**config.mk**
```make
export PLATFORM = sky130hd
export DESIGN_NAME = mux_scan_sequencer
export DESIGN_NICKNAME = d
export VERILOG_FILES = /design/src/rtl/mux_scan_sequencer.sv
export SDC_FILE = /design/constraint.sdc
export NUM_CORES = 1
export LEC_CHECK = 0
export ABC_AREA = 1
export BUFFER_PORTS_ARGS = -buffer_cell sky130_fd_sc_hd__buf_2
export CORE_ASPECT_RATIO = 0.75
export CORE_MARGIN = 2
export CORE_UTILIZATION = 35
export CTS_CLUSTER_SIZE = 16
export DETAILED_ROUTE_END_ITERATION = 10
export HOLD_SLACK_MARGIN = 0.08
export PLACE_DENSITY = 0.64
export SLEW_MARGIN = 25
export SYNTH_ARGS = -nofsm -noshare
export SYNTH_HDL_FRONTEND = slang
export SYNTH_SLANG_ARGS = --single-unit
```
**constraint.sdc**
```tcl
create_clock -name clk -period 1.1 [get_ports clk]
set_input_delay 0.22 -clock clk [delete_from_list [all_inputs] [get_ports clk]]
set_output_delay 0.22 -clock clk [all_outputs]
set_load 0.1 [all_outputs]
```
**src/rtl/mux_scan_sequencer.sv**
```systemverilog
// rtl/mux_scan_sequencer.sv - masked ascending-order scan of a 4-to-1 mux onto a valid/ready stream
//
// Purpose:
//   Drives the select of an external combinational 4-to-1 mux. On start it walks
//   the lanes enabled in mask from lowest to highest index. Each mux output is
//   registered one cycle after the select changes and is presented on a
//   valid/ready output stream.
//
// Optional feature macro: MUX_SCAN_CHECKSUM_EN
//   When defined, adds a running XOR checksum output of every accepted word.
//
// Ports:
//   clk        in   clock, rising edge
//   rst        in   synchronous active-high reset
//   start      in   scan request, sampled only while idle
//   mask       in   lane enables (bit i -> mux input i), sampled with start
//   sel        out  mux select, wired to the mux c input
//   mux_z      in   mux output
//   out_data   out  captured word
//   out_sel    out  lane index that produced out_data
//   out_valid  out  out_data/out_sel valid
//   out_ready  in   consumer accepts on out_valid && out_ready
//   busy       out  high whenever a scan is in progress
//   done       out  one-cycle pulse at scan completion
//   checksum   out  XOR of accepted words (only with MUX_SCAN_CHECKSUM_EN)

module mux_scan_sequencer #(
  parameter int WIDTH = 32
) (
  input  logic             clk,
  input  logic             rst,
  input  logic             start,
  input  logic [3:0]       mask,
  output logic [1:0]       sel,
  input  logic [WIDTH-1:0] mux_z,
  output logic [WIDTH-1:0] out_data,
  output logic [1:0]       out_sel,
  output logic             out_valid,
  input  logic             out_ready,
  output logic             busy,
  output logic             done
`ifdef MUX_SCAN_CHECKSUM_EN
  ,
  output logic [WIDTH-1:0] checksum
`endif
);

  typedef enum logic [1:0] {
    S_IDLE = 2'd0,
    S_CAPT = 2'd1,
    S_WAIT = 2'd2
  } state_t;

  state_t     state;
  logic [3:0] pend;   // lanes still to be emitted in this scan

  // Index of the lowest set bit; gives ascending lane order.
  function automatic logic [1:0] lowest_lane(input logic [3:0] m);
    logic [1:0] idx;
    idx = 2'd0;
    if (m[0])      idx = 2'd0;
    else if (m[1]) idx = 2'd1;
    else if (m[2]) idx = 2'd2;
    else if (m[3]) idx = 2'd3;
    return idx;
  endfunction

  always_ff @(posedge clk) begin
    if (rst) begin
      state     <= S_IDLE;
      pend      <= 4'd0;
      sel       <= 2'd0;
      out_data  <= '0;
      out_sel   <= 2'd0;
      out_valid <= 1'b0;
      busy      <= 1'b0;
      done      <= 1'b0;
`ifdef MUX_SCAN_CHECKSUM_EN
      checksum  <= '0;
`endif
    end else begin
      // done is a single-cycle pulse unless re-armed below
      done <= 1'b0;

      case (state)
        S_IDLE: begin
          if (start) begin
`ifdef MUX_SCAN_CHECKSUM_EN
            checksum <= '0;
`endif
            if (mask != 4'd0) begin
              pend  <= mask;
              sel   <= lowest_lane(mask);
              busy  <= 1'b1;
              state <= S_CAPT;
            end else begin
              // Empty scan: complete immediately without emitting a word
              done <= 1'b1;
            end
          end
        end

        S_CAPT: begin
          // sel has been stable for a full cycle, so mux_z has settled
          out_data   <= mux_z;
          out_sel    <= sel;
          out_valid  <= 1'b1;
          pend[sel]  <= 1'b0;
          state      <= S_WAIT;
        end

        S_WAIT: begin
          if (out_ready) begin
            out_valid <= 1'b0;
`ifdef MUX_SCAN_CHECKSUM_EN
            checksum  <= checksum ^ out_data;
`endif
            if (pend != 4'd0) begin
              sel   <= lowest_lane(pend);
              state <= S_CAPT;
            end else begin
              done  <= 1'b1;
              busy  <= 1'b0;
              state <= S_IDLE;
            end
          end
        end

        default: begin
          state <= S_IDLE;
        end
      endcase
    end
  end

endmodule

```
==> results of run 1 <==
## routing by layer
metal / global-route usage / routed length (µm) / vias up
met3: 0.0726 / 402 / 0
met1: 0.207 / 1980 / 811
met4: 0.0437 / 0 / 0
met5: 0 / 0 / -
li1: - / - / 937
met2: 0.262 / 2270 / 60
## path summary, 6_finish.rpt
check                           depth (start not counted)                  start  slack, ps                       end
worst max-delay path                                    5  state[1]$_SDFFE_PP0P_        -30  out_data[3]$_SDFFE_PP0P_
worst max register to register                          5  state[1]$_SDFFE_PP0P_        -30  out_data[3]$_SDFFE_PP0P_
worst min-delay path                                    3               mux_z[0]        170  out_data[0]$_SDFFE_PP0P_
worst min register to register                          2      busy$_SDFFE_PP0P_        500         busy$_SDFFE_PP0P_
## final cells by class
type                       count  area share
timing repair buffer          96       0.370
sequential                    45       0.307
multi-input combinational    167       0.253
clock buffer                   7      0.0275
tap                           60      0.0239
inverter                      13      0.0187
## per-stage QoR
step | setup TNS (ps) | util | setup slack [ps] | area [µm²]
final | -229 | 0.651 | -29.3 | 3140
after global routing | -1820 | 0.651 | -102 | 3140
after CTS | -237 | 0.639 | -26.3 | 3080
after detailed placement | -5140 | 0.599 | -210 | 2890
after global placement | -3820 | 0.599 | -157 | 2890
after floorplan | 0 | - | 2.94 | 1780
## layout by cell type, fill, tap and decap left out, drive strengths merged
cell / count
buf: 95
nor2: 84
dfxtp: 45
o21ai: 38
nand2: 21
a21oi: 13
inv: 13
nand3: 7
clkbuf: 7
a211oi: 2
o22ai: 1
nor3: 1
bufbuf: 1
## worst register-to-register path, delay by kind of cell (launching register included)
kind,cells,cell delay (ps)
flops,1,380
buf+inv,2,360
compound gates,1,150
simple gates,2,130
## power groups by stage
stage          sequential [mW]  combinational (mW)  clock, mW
3_3_place_gp              2.24                3.41          0
2_1_floorplan             3.75               0.632          0
6_report                  2.24                3.61      0.995
5_1_grt                   2.27                3.77       1.14
3_5_place_dp              2.26                3.43          0
4_1_cts                   2.23                3.55       1.04
## kinds of logic (layout without fill, tap and decap cells)
kind of cell / Yosys count / count (layout)
and+or+nand+nor: 113 / 113
AOI/OAI and AO/OA: 54 / 54
DFF: 45 / 45
buffers and inverters: 24 / 116
## flip-flops by register name, indices dropped and copies added, names as in the netlist
name       flops
state          2
out_data      32
out_valid      1
busy           1
sel            2
done           1
pend           4
out_sel        2
## timing repair
action,in CTS,in global routing
pin swaps,7,7
endpoints found under the hold margin,0,0
gates resized for setup,19,19
gates cloned,1,0
setup endpoints to repair,43,27
setup buffers,2,2
==> impl_metrics.csv, run 1 <==
group,metric,value,unit
logic_synthesis,synth_area_leaders,"dfxtp_1, nor2_1, o21ai_0",
logic_synthesis,synth_cell_types,17,
cts,clkSinkCount,45,
routing,vias,1808,
floorplan,start_util,0.357,
routing,firstDrtPassIters,4,
final_layout,fin_nets,368,
sta,timing.final.crit_share,1.03,
final_layout,areaGrowthSynthToFinish,82.2,%
logic_synthesis,ys_warn_count,0,
logic_synthesis,synthesis.nets,276,
logic_synthesis,synthMuxAreaShare,0,
logic_synthesis,synth_area,1720,µm²
cts,numCtsBuffers,5,
place,dp_hpwl,3310,µm
job,cap_violations,0,
final_layout,antennaDiodeCount,0,
logic_synthesis,synth-compound-area-share,0.161,
logic_synthesis,synth_edf_count,0,
logic_synthesis,async_flop_share,0,
floorplan,core_region_area,4820,µm²
logic_synthesis,synth_top_family_by_area,"simple AND/OR/NAND/NOR gates",
floorplan,die_w,85.0,µm
pwr,p_int,3.74,mW
grt,grt_pass1_vias,1573,
logic_synthesis,synth.avg_cell_area,7.30,µm²
logic_synthesis,synthDominantCellAreaShare,0.523,
pwr,power_frac_seq,0.327,
final_layout,final_cells,388,
sta,hold_slack,170,ps
sta,final.setup.worst_slack,-29.3,ps
pwr,netSwitchingPower,3.11,mW
logic_synthesis,seq_area_frac_synth,0.523,
critical_path,slowest_stage,"dfxtp_4",
final_layout,multi_input_area,793,µm²
critical_path,cpPeakStageDelay,380,ps
logic_synthesis,ys_seq_elements,45,
floorplan,ioPinCount,79,
place,io_buffer_count,78,
critical_path,crit_type,"reg2reg",
pwr,clkPwrFrac,0.145,
pwr,power_leakage,1.36,nW
sta,max_freq,885,MHz
sta,finalHoldViolCount,0,
routing,route.detailed.drc,0,
cts,htreeDepth,2,
place,place.gp.congestion,0.860,
sta,rsz0062_at_grt,"true",
min_path,min_path_type,"in2reg",
sta,relSlewSlack,0.828,
logic_synthesis,yosys.area_share.simple,0.259,
run_status,violations,"negative setup slack",
final_layout,fillCellCount,404,
pwr,power.density,2180,nW/µm²
cts,clock_path_buffers,2,
critical_path,cp.buffers_inverters,2,
logic_synthesis,ys.flop_type,"dfxtp_1",
floorplan,rows,22,
critical_path,endpoint_kind,"flip-flop",
critical_path,arrival,1310,ps
place,dpl.cell_count,376,
run_status,status,"complete, but fails checks",
cts,path_clk_slew,80,ps
floorplan,die_h,64.7,µm
routing,vias_per_cell,4.66,
logic_synthesis,synth_area_leader_cell,"dfxtp_1",
sta,worst_pin_slew,258,ps
cts,cts-root-buf,"clkbuf_8",
critical_path,crit_chain,"inv_2, nand2_4, bufbuf_16, o21ai_0, nor2_1",
grt,grt_start_max_net_pins,38,
cts,cts_tree,"yes",
pwr,power,6.84,mW
sta,fin_crit,1130,ps
floorplan,die_area,5500,µm²
pwr,combinationalPowerShare,0.527,
cts,postCtsHoldBufs,0,
cts,clock_latency,280,ps
final_layout,regArea,962,µm²
logic_synthesis,synth_xor_area_frac,0,
sta,setup_violations,13,
logic_synthesis,netlist_instances,236,
logic_synthesis,synth_fa_ha_area_frac,0,
pwr,swShare,0.454,
grt,overflow,0,
critical_path,cp_max_fo,13,
final_layout,drive_above_1_share,0.518,
routing,drt-wirelength-per-cell,12.0,µm
critical_path,path_delay_family,"flip-flops",
logic_synthesis,synth.most_common_cell,"nor2_1",
routing,drt-total-wl,4650,µm
grt,track_usage,0.166,
pwr,vdd_drop_max,1220,µV
sta,maxSlewViolCount,0,
grt,grt_pass1_wl,7190,µm
critical_path,required,1280,ps
grt,antenna_found_initial,0,
routing,final_antenna_net_count,0,
logic_synthesis,synth_common_cells,"nor2_1, dfxtp_1, o21ai_0",
critical_path,start_kind,"flip-flop",
sta,skew,3.58,ps
routing,drtIter0Drc,59,
(Power assumes the default switching activity.)
==> inputs of run 2 (changes only) <==
--- a/config.mk
+++ b/config.mk
@@ -14,6 +14,7 @@
 export DETAILED_ROUTE_END_ITERATION = 10
 export HOLD_SLACK_MARGIN = 0.08
 export PLACE_DENSITY = 0.64
+export RECOVER_POWER = 25
 export SLEW_MARGIN = 25
 export SYNTH_ARGS = -nofsm -noshare
 export SYNTH_HDL_FRONTEND = slang
==> run 2 against run 1 <==
The flow still finishes with violations (negative setup slack). Via count decreased by 0.11%. Hold slack barely moved. Final cell count is the same. Register-to-register slack about the same. Routed wire length down 0.11%. Non-clock buffer count did not move. Setup slack about the same. First-iteration DRC count unchanged. Critical path type unchanged. Critical endpoint unchanged. Largest power group unchanged.
==> impl_metrics.csv, run 2 (synthesis gave the netlist of run 1 again) <==
group,metric,value,unit
grt,overflow,0,
final_layout,regMostFlops,"out_data",
critical_path,endpoint_kind,"flip-flop",
floorplan,start_util,0.357,
final_layout,final_cell_mix,"nor2_1, buf_12, buf_2, dfxtp_2, o21ai_0",
critical_path,required,1280,ps
routing,drt-wirelength-per-cell,12.0,µm
routing,drtIter0Drc,59,
sta,final.setup.worst_slack,-29.4,ps
grt,antenna_found_initial,0,
critical_path,crit_type,"reg2reg",
cts,htreeDepth,2,
final_layout,layout_commonest_cell,"nor2_1",
cts,cts_tree,"yes",
floorplan,die_w,85.0,µm
sta,relSlewSlack,0.828,
cts,postCtsHoldBufs,0,
pwr,vdd_drop_max,1220,µV
sta,rsz0062_at_grt,"true",
pwr,netSwitchingPower,3.10,mW
pwr,swShare,0.454,
grt,grt_pass1_vias,1573,
final_layout,drive_above_1_share,0.518,
routing,vias_per_cell,4.65,
critical_path,cp_max_fo,13,
place,io_buffer_count,78,
pwr,power.density,2190,nW/µm²
sta,fin_crit,1130,ps
final_layout,top_regs,"out_data: 32 flops, pend: 4 flops",
final_layout,largest_register_ffs,32,
min_path,min_path_type,"in2reg",
place,post_dp_cell_area,2890,µm²
sta,hold_slack,170,ps
sta,max_freq,885,MHz
pwr,power_leakage,1.36,nW
place,dp_hpwl,3310,µm
place,dp_slack,-210,ps
pwr,combinationalPowerShare,0.527,
floorplan,die_area,5500,µm²
critical_path,start_kind,"flip-flop",
sta,finalHoldViolCount,0,
floorplan,ioPinCount,79,
grt,track_usage,0.166,
place,place.gp.congestion,0.860,
sta,setup_violations,13,
run_status,status,"complete, but fails checks",
final_layout,stdcell_area,3130,µm²
cts,clock_path_buffers,2,
cts,path_clk_slew,80,ps
sta,skew,3.59,ps
cts,cts-root-buf,"clkbuf_8",
cts,clkSinkCount,45,
floorplan,rows,22,
job,cap_violations,0,
sta,finalSetupTns,-228,ps
sta,timing.final.crit_share,1.03,
critical_path,arrival,1310,ps
final_layout,areaGrowthSynthToFinish,81.7,%
routing,drt-total-wl,4640,µm
pwr,power_frac_seq,0.327,
cts,numCtsBuffers,5,
cts,clock_latency,280,ps
grt,grt_pass1_wl,7190,µm
floorplan,die_h,64.7,µm
routing,vias,1806,
floorplan,core_region_area,4820,µm²
run_status,violations,"negative setup slack",
final_layout,antennaDiodeCount,0,
routing,route.detailed.drc,0,
sta,worst_pin_slew,258,ps
final_layout,fillCellCount,405,
pwr,power,6.84,mW
pwr,clkPwrFrac,0.146,
routing,final_antenna_net_count,0,
routing,firstDrtPassIters,4,
grt,grt_start_max_net_pins,38,
sta,maxSlewViolCount,0,
final_layout,fin_nets,368,
pwr,p_int,3.73,mW
## run 2: path summary, 6_finish.rpt
path                          from                  endpoint  slack (ps)  cells past startpoint
max          state[1]$_SDFFE_PP0P_  out_data[3]$_SDFFE_PP0P_         -30                      5
max reg2reg  state[1]$_SDFFE_PP0P_  out_data[3]$_SDFFE_PP0P_         -30                      5
min                       mux_z[0]  out_data[0]$_SDFFE_PP0P_         170                      3
min reg2reg      busy$_SDFFE_PP0P_         busy$_SDFFE_PP0P_         500                      2
## run 2: layout make-up
type / count / area (µm²) / share of cell area
Sequential cell: 45 / 962 / 0.308
Clock buffer: 7 / 86.3 / 0.0276
Inverter: 13 / 58.8 / 0.0188
Multi-Input combinational cell: 167 / 793 / 0.254
Timing Repair Buffer: 96 / 1150 / 0.368
Tap cell: 60 / 75.1 / 0.0240
## run 2: layer usage
layer	vias to the layer above	GRT usage	wire, µm
met2	60	0.262	2270
li1	937	-	-
met5	-	0	0
met3	0	0.0726	402
met1	809	0.207	1970
met4	0	0.0437	0
## run 2: metrics by stage
step                      utilization  instances
after global placement          0.599        376
after floorplan                     -        236
after global routing            0.649        388
final                           0.649        388
after detailed placement        0.599        376
after CTS                       0.639        386
## run 2: worst max-delay path, cell delays in order (launching register included)
cell	delay, ps
dfxtp_4	380
inv_2	70
nand2_4	80
bufbuf_16	290
o21ai_0	150
nor2_1	50
## run 2: power groups by stage
stage          Clock (mW)  Combinational [mW]  Sequential [mW]
2_1_floorplan           0               0.632             3.75
3_3_place_gp            0                3.41             2.24
3_5_place_dp            0                3.43             2.26
4_1_cts              1.04                3.55             2.23
5_1_grt              1.14                3.77             2.27
6_report            0.995                3.61             2.24
## run 2: repair_timing
action / 4_1_cts / 5_1_grt
pin swaps: 7 / 7
gates resized for setup: 19 / 19
setup endpoints to repair: 43 / 27
buffers inserted: 2 / 2
cloned: 1 / 0
